<file path="src/rtl/bus_master_arbiter.sv">
// Two-requester round-robin bus master arbiter.
// Arbitrates req_i between two requesters, runs one transaction at a time on
// the shared bus, and returns a one-cycle ack_o (plus err_o on timeout).
// Transaction sequence: IDLE -> ISSUE (1 cycle) -> WAIT (latency/timeout) -> DONE (1 cycle).
//
// Ports:
//   clk_i, reset_i         clock, synchronous active-high reset
//   req_i, we_req_i        per-requester request / write flag
//   addr_req_i             requester n address at [n*AddrWidth +: AddrWidth]
//   wdata_req_i            requester n write data at [n*DataWidth +: DataWidth]
//   ack_o, err_o           per-requester completion pulse / timeout flag
//   rdata_o                read data, valid while ack_o is non-zero
//   address_o, data_o      shared bus address / write data
//   we_o                   shared bus write strobe (ISSUE cycle only)
//   data_i, halt_i         shared bus read data / stall
//   grant_o, busy_o        one-hot current owner / non-IDLE indicator
module bus_master_arbiter #(
  parameter int AddrWidth     = 16,
  parameter int DataWidth     = 32,
  parameter int ReadLatency   = 2,
  parameter int TimeoutCycles = 1024
) (
  input  logic                   clk_i,
  input  logic                   reset_i,
  input  logic [1:0]             req_i,
  input  logic [1:0]             we_req_i,
  input  logic [2*AddrWidth-1:0] addr_req_i,
  input  logic [2*DataWidth-1:0] wdata_req_i,
  output logic [1:0]             ack_o,
  output logic [1:0]             err_o,
  output logic [DataWidth-1:0]   rdata_o,
  output logic [AddrWidth-1:0]   address_o,
  output logic [DataWidth-1:0]   data_o,
  output logic                   we_o,
  input  logic [DataWidth-1:0]   data_i,
  input  logic                   halt_i,
  output logic [1:0]             grant_o,
  output logic                   busy_o
);
  localparam int ToW = $clog2(TimeoutCycles + 1);
  localparam logic [3:0]     LatInit = 4'(ReadLatency);
  localparam logic [ToW-1:0] ToLast  = ToW'(TimeoutCycles - 1);

  typedef enum logic [1:0] {IDLE, ISSUE, WAIT, DONE} state_e;

  typedef struct packed {
    logic                 we;
    logic [AddrWidth-1:0] addr;
    logic [DataWidth-1:0] wdata;
  } xact_t;

  state_e               state_q, state_d;
  xact_t                xact_q, xact_d;
  logic                 owner_q, owner_d;
  logic                 last_q, last_d;
  logic                 err_q, err_d;
  logic [3:0]           lat_q, lat_d;
  logic [ToW-1:0]       to_q, to_d;
  logic [DataWidth-1:0] rdata_q, rdata_d;
  logic                 pick;
  logic [1:0]           owner_oh;

  // Lone requester wins outright; on contention the one not served last wins.
  always_comb begin
    unique case (req_i)
      2'b01:   pick = 1'b0;
      2'b10:   pick = 1'b1;
      default: pick = ~last_q;
    endcase
  end

  always_ff @(posedge clk_i) begin
    if (reset_i) begin
      state_q <= IDLE;
      xact_q  <= '0;
      owner_q <= 1'b0;
      last_q  <= 1'b1;
      err_q   <= 1'b0;
      lat_q   <= '0;
      to_q    <= '0;
      rdata_q <= '0;
    end else begin
      state_q <= state_d;
      xact_q  <= xact_d;
      owner_q <= owner_d;
      last_q  <= last_d;
      err_q   <= err_d;
      lat_q   <= lat_d;
      to_q    <= to_d;
      rdata_q <= rdata_d;
    end
  end

  always_comb begin
    state_d = state_q;
    xact_d  = xact_q;
    owner_d = owner_q;
    last_d  = last_q;
    err_d   = err_q;
    lat_d   = lat_q;
    to_d    = to_q;
    rdata_d = rdata_q;
    unique case (state_q)
      IDLE: if (|req_i) begin
        owner_d      = pick;
        xact_d.we    = pick ? we_req_i[1] : we_req_i[0];
        xact_d.addr  = pick ? addr_req_i[2*AddrWidth-1:AddrWidth] : addr_req_i[AddrWidth-1:0];
        xact_d.wdata = pick ? wdata_req_i[2*DataWidth-1:DataWidth] : wdata_req_i[DataWidth-1:0];
        err_d        = 1'b0;
        rdata_d      = '0;
        state_d      = ISSUE;
      end
      ISSUE: begin
        lat_d   = LatInit;
        to_d    = '0;
        state_d = WAIT;
      end
      WAIT: begin
        // Timeout counts stalled cycles too; normal completion wins a tie.
        to_d = to_q + 1'b1;
        if (!halt_i) lat_d = lat_q - 4'd1;
        if (!halt_i && lat_q == 4'd1) begin
          rdata_d = xact_q.we ? '0 : data_i;
          state_d = DONE;
        end else if (to_q == ToLast) begin
          err_d   = 1'b1;
          rdata_d = '0;
          state_d = DONE;
        end
      end
      DONE: begin
        last_d  = owner_q;
        state_d = IDLE;
      end
      default: state_d = IDLE;
    endcase
  end

  assign owner_oh  = owner_q ? 2'b10 : 2'b01;
  assign grant_o   = (state_q != IDLE) ? owner_oh : 2'b00;
  assign busy_o    = (state_q != IDLE);
  assign ack_o     = (state_q == DONE) ? owner_oh : 2'b00;
  assign err_o     = ack_o & {2{err_q}};
  assign rdata_o   = (state_q == DONE) ? rdata_q : '0;
  assign address_o = (state_q == ISSUE || state_q == WAIT) ? xact_q.addr : '0;
  assign data_o    = (state_q == ISSUE || state_q == WAIT) ? xact_q.wdata : '0;
  assign we_o      = (state_q == ISSUE) && xact_q.we;
endmodule

</file>
<file path="config.mk">
export PLATFORM = sky130hd
export DESIGN_NAME = bus_master_arbiter
export DESIGN_NICKNAME = d
export VERILOG_FILES = /design/src/rtl/bus_master_arbiter.sv
export SDC_FILE = /design/constraint.sdc
export NUM_CORES = 1
export LEC_CHECK = 0
export ABC_AREA = 1
export CAP_MARGIN = 10
export CORE_AREA = 10 10 121 123
export DETAILED_ROUTE_END_ITERATION = 12
export DIE_AREA = 0 0 131 133
export MAX_ROUTING_LAYER = met4
export PLACE_DENSITY = 0.95
export SKIP_CTS_REPAIR_TIMING = 1
export SYNTH_ARGS = -nofsm -noshare
export SYNTH_HDL_FRONTEND = slang
export SYNTH_SLANG_ARGS = --single-unit
</file>
<file path="constraint.sdc">
create_clock -name clk_i -period 5.17 [get_ports clk_i]
set_clock_uncertainty 0.2 [all_clocks]
set_input_delay 0.7755 -clock clk_i [delete_from_list [all_inputs] [get_ports clk_i]]
set_output_delay 0.7755 -clock clk_i [all_outputs]
set_load 0.01 [all_outputs]
</file>
==> results.sh <==
export IMPL_rsz0062_at_grt="no"
export IMPL_start_util=0.461
export IMPL_ys_seq_area_frac=0.354
export IMPL_synth_seq_cells=101
export IMPL_final_util=0.669
export IMPL_crit_type="reg -> out"
export IMPL_required_ns=4.19
export IMPL_vias=6127
export IMPL_worst_setup_path_start_kind="register"
export IMPL_crit_fanout=57
export IMPL_clk_pin_slew_worst_paths_ns=0.07
export IMPL_synth_edf_count=0
export IMPL_area_growth_pct=45.0
export IMPL_viasPerCell=4.75
export IMPL_design_area_um2=8270
export IMPL_grt_pass1_wl_um=27700
export IMPL_ios=223
export IMPL_nets=1256
export IMPL_power_density_nw_per_um2=458
export IMPL_wl_per_cell_um=13.4
export IMPL_fillers=1023
export IMPL_yosys_area_top_type_share=0.354
export IMPL_synth_nets=1074
export IMPL_drive_above_1_share=0.0322
export IMPL_die_h_um=133
export IMPL_clockRootBuffer="clkbuf_16"
export IMPL_fin_setup_tns_ns=0
export IMPL_first_pass_iters=5
export IMPL_synthCells=930
export IMPL_maxSlewHeadroom=0.310
export IMPL_worst_hold_slack_ns=0.268
export IMPL_drc=0
export IMPL_htree_num_levels=3
export IMPL_grt_max_degree=101
export IMPL_status="finished clean"
export IMPL_worst_pin_slew_ns=1.03
export IMPL_worstHoldPathType="reg -> reg"
export IMPL_async_flop_share=0
export IMPL_cp_end_kind="primary output"
export IMPL_overflow=0
export IMPL_slew_violations=0
export IMPL_cts_sinks=101
export IMPL_drt_iter0_markers=471
export IMPL_hold_violations=0
export IMPL_gp_congestion=0.836
export IMPL_syn_avg_cell_area_um2=6.13
export IMPL_period_needed_ns=3.62
export IMPL_antenna_found_initial=0
export IMPL_synthMostInstantiatedCell="nand2_1"
export IMPL_coreArea_um2=12400
export IMPL_ant_nets=0
export IMPL_cts_tree="yes"
export IMPL_cts_buffers=9
export IMPL_grt_use_total=0.198
export IMPL_arrival_ns=2.64
export IMPL_die_area_um2=17400
export IMPL_leakage_nw=4.41
export IMPL_ir_drop_v=0.000359
export IMPL_ys_types=31
export IMPL_fmax_mhz=276
export IMPL_synthTopCellsByCount="257 x nand2_1, 204 x inv_1, 102 x nor2_1, 101 x dfxtp_1, 87 x nand3_1"
export IMPL_die_width_um=131
export IMPL_setup_viol=0
export IMPL_clock_latency_ns=0.34
export IMPL_row_count=41
export IMPL_cap_violations=0
export IMPL_yosys_area_top_type="dfxtp_1"
export IMPL_n_antenna_cell=0
export IMPL_finalPower_mw=3.79
export IMPL_first_global_vias=5845
export IMPL_portBuffers=222
export IMPL_dp_hpwl_um=12600
export IMPL_cts_buffer_depth=2
export IMPL_synth_area_um2=5700
export IMPL_synthTopCellsByArea="dfxtp_1 35%, nand2_1 17%, inv_1 13%, nand3_1 7.6%, nor2_1 6.7%"
export IMPL_fin_crit_sh=0.700
export IMPL_placed_cell_area_um2=7920
export IMPL_yosys_warnings=0
export IMPL_synth_flop_cell="dfxtp_1"
export IMPL_wirelength_um=17200
critical path, cell delays in order, from the launching register on:
cell             delay, ns
dfxtp_1               0.38
inv_1                 0.09
ha_2                  1.00
nand2_1               0.14
inv_1                 0.11
clkdlybuf4s50_1       0.54
registers in the layout, indices dropped and copies added, names as in the netlist:
name     flops
err_q        1
last_q       1
lat_q        4
owner_q      1
rdata_q     32
state_q      2
to_q        11
xact_q      49
layout by cell type, fill, tap and decap left out, types with 2 or more instances in the layout:
cell type          n
o21bai_1           2
clkbuf_16          9
nor2_1           101
ha_1               8
inv_1            204
nand2_4            2
clkinv_2           2
dfxtp_1          101
o211ai_1          49
nand3_1           87
nand2_1          257
inv_2              4
buf_4              4
a21oi_1           31
o21ai_0            8
nor3_1             6
nor2_2             2
clkdlybuf4s50_1  222
nor2_4             2
o21ai_4            2
bufinv_16          3
path summary, 6_finish.rpt:
path                      startpoint                  endpoint  slack [ns]  depth (start not counted)
max reg2reg  state_q[0]$_SDFFE_PP0P_  rdata_q[21]$_SDFFE_PP0P_        2.21                          8
min reg2reg     to_q[7]$_SDFFE_PP0N_      to_q[7]$_SDFFE_PP0N_        0.27                          2
max          state_q[0]$_SDFFE_PP0P_             address_o[10]        1.55                          5
min             to_q[7]$_SDFFE_PP0N_      to_q[7]$_SDFFE_PP0N_        0.27                          2
routing by layer:
layer	wire, µm	global-route usage
met1	7370	0.235
met5	0	-
met3	1520	0.0519
met4	393	0.0674
met2	7960	0.317
where the power goes:
part | leakage [nW] | total [mW] | switching [mW] | internal [mW]
clock network | 0.173 | 0.782 | 0.295 | 0.487
registers | 0.834 | 1.23 | 0.172 | 1.05
logic | 3.40 | 1.78 | 1.03 | 0.746
stage by stage:
stage | cells | setup slack (ns)
2_1_floorplan | 930 | 2.88
3_3_place_gp | 1273 | 1.97
3_5_place_dp | 1273 | 1.92
4_1_cts | 1289 | 1.53
5_1_grt | 1289 | 1.31
6_report | 1289 | 1.55
logic make-up after synthesis:
group,count (synthesis),share of synthesized area
compound gates,94,0.108
fa+ha+maj,9,0.0197
buf+inv,263,0.184
flops,101,0.354
simple gates,463,0.334
cell type report:
cell class / instances / area, µm² / area share
flip-flops and latches: 101 / 2020 / 0.244
well taps: 172 / 215 / 0.0260
repair buffers: 226 / 2250 / 0.272
inverters: 208 / 781 / 0.0944
multi-input cells: 566 / 2650 / 0.321
clock inverters: 6 / 109 / 0.0132
clock buffers: 10 / 239 / 0.0289
Power figures use the tool's default switching activity.
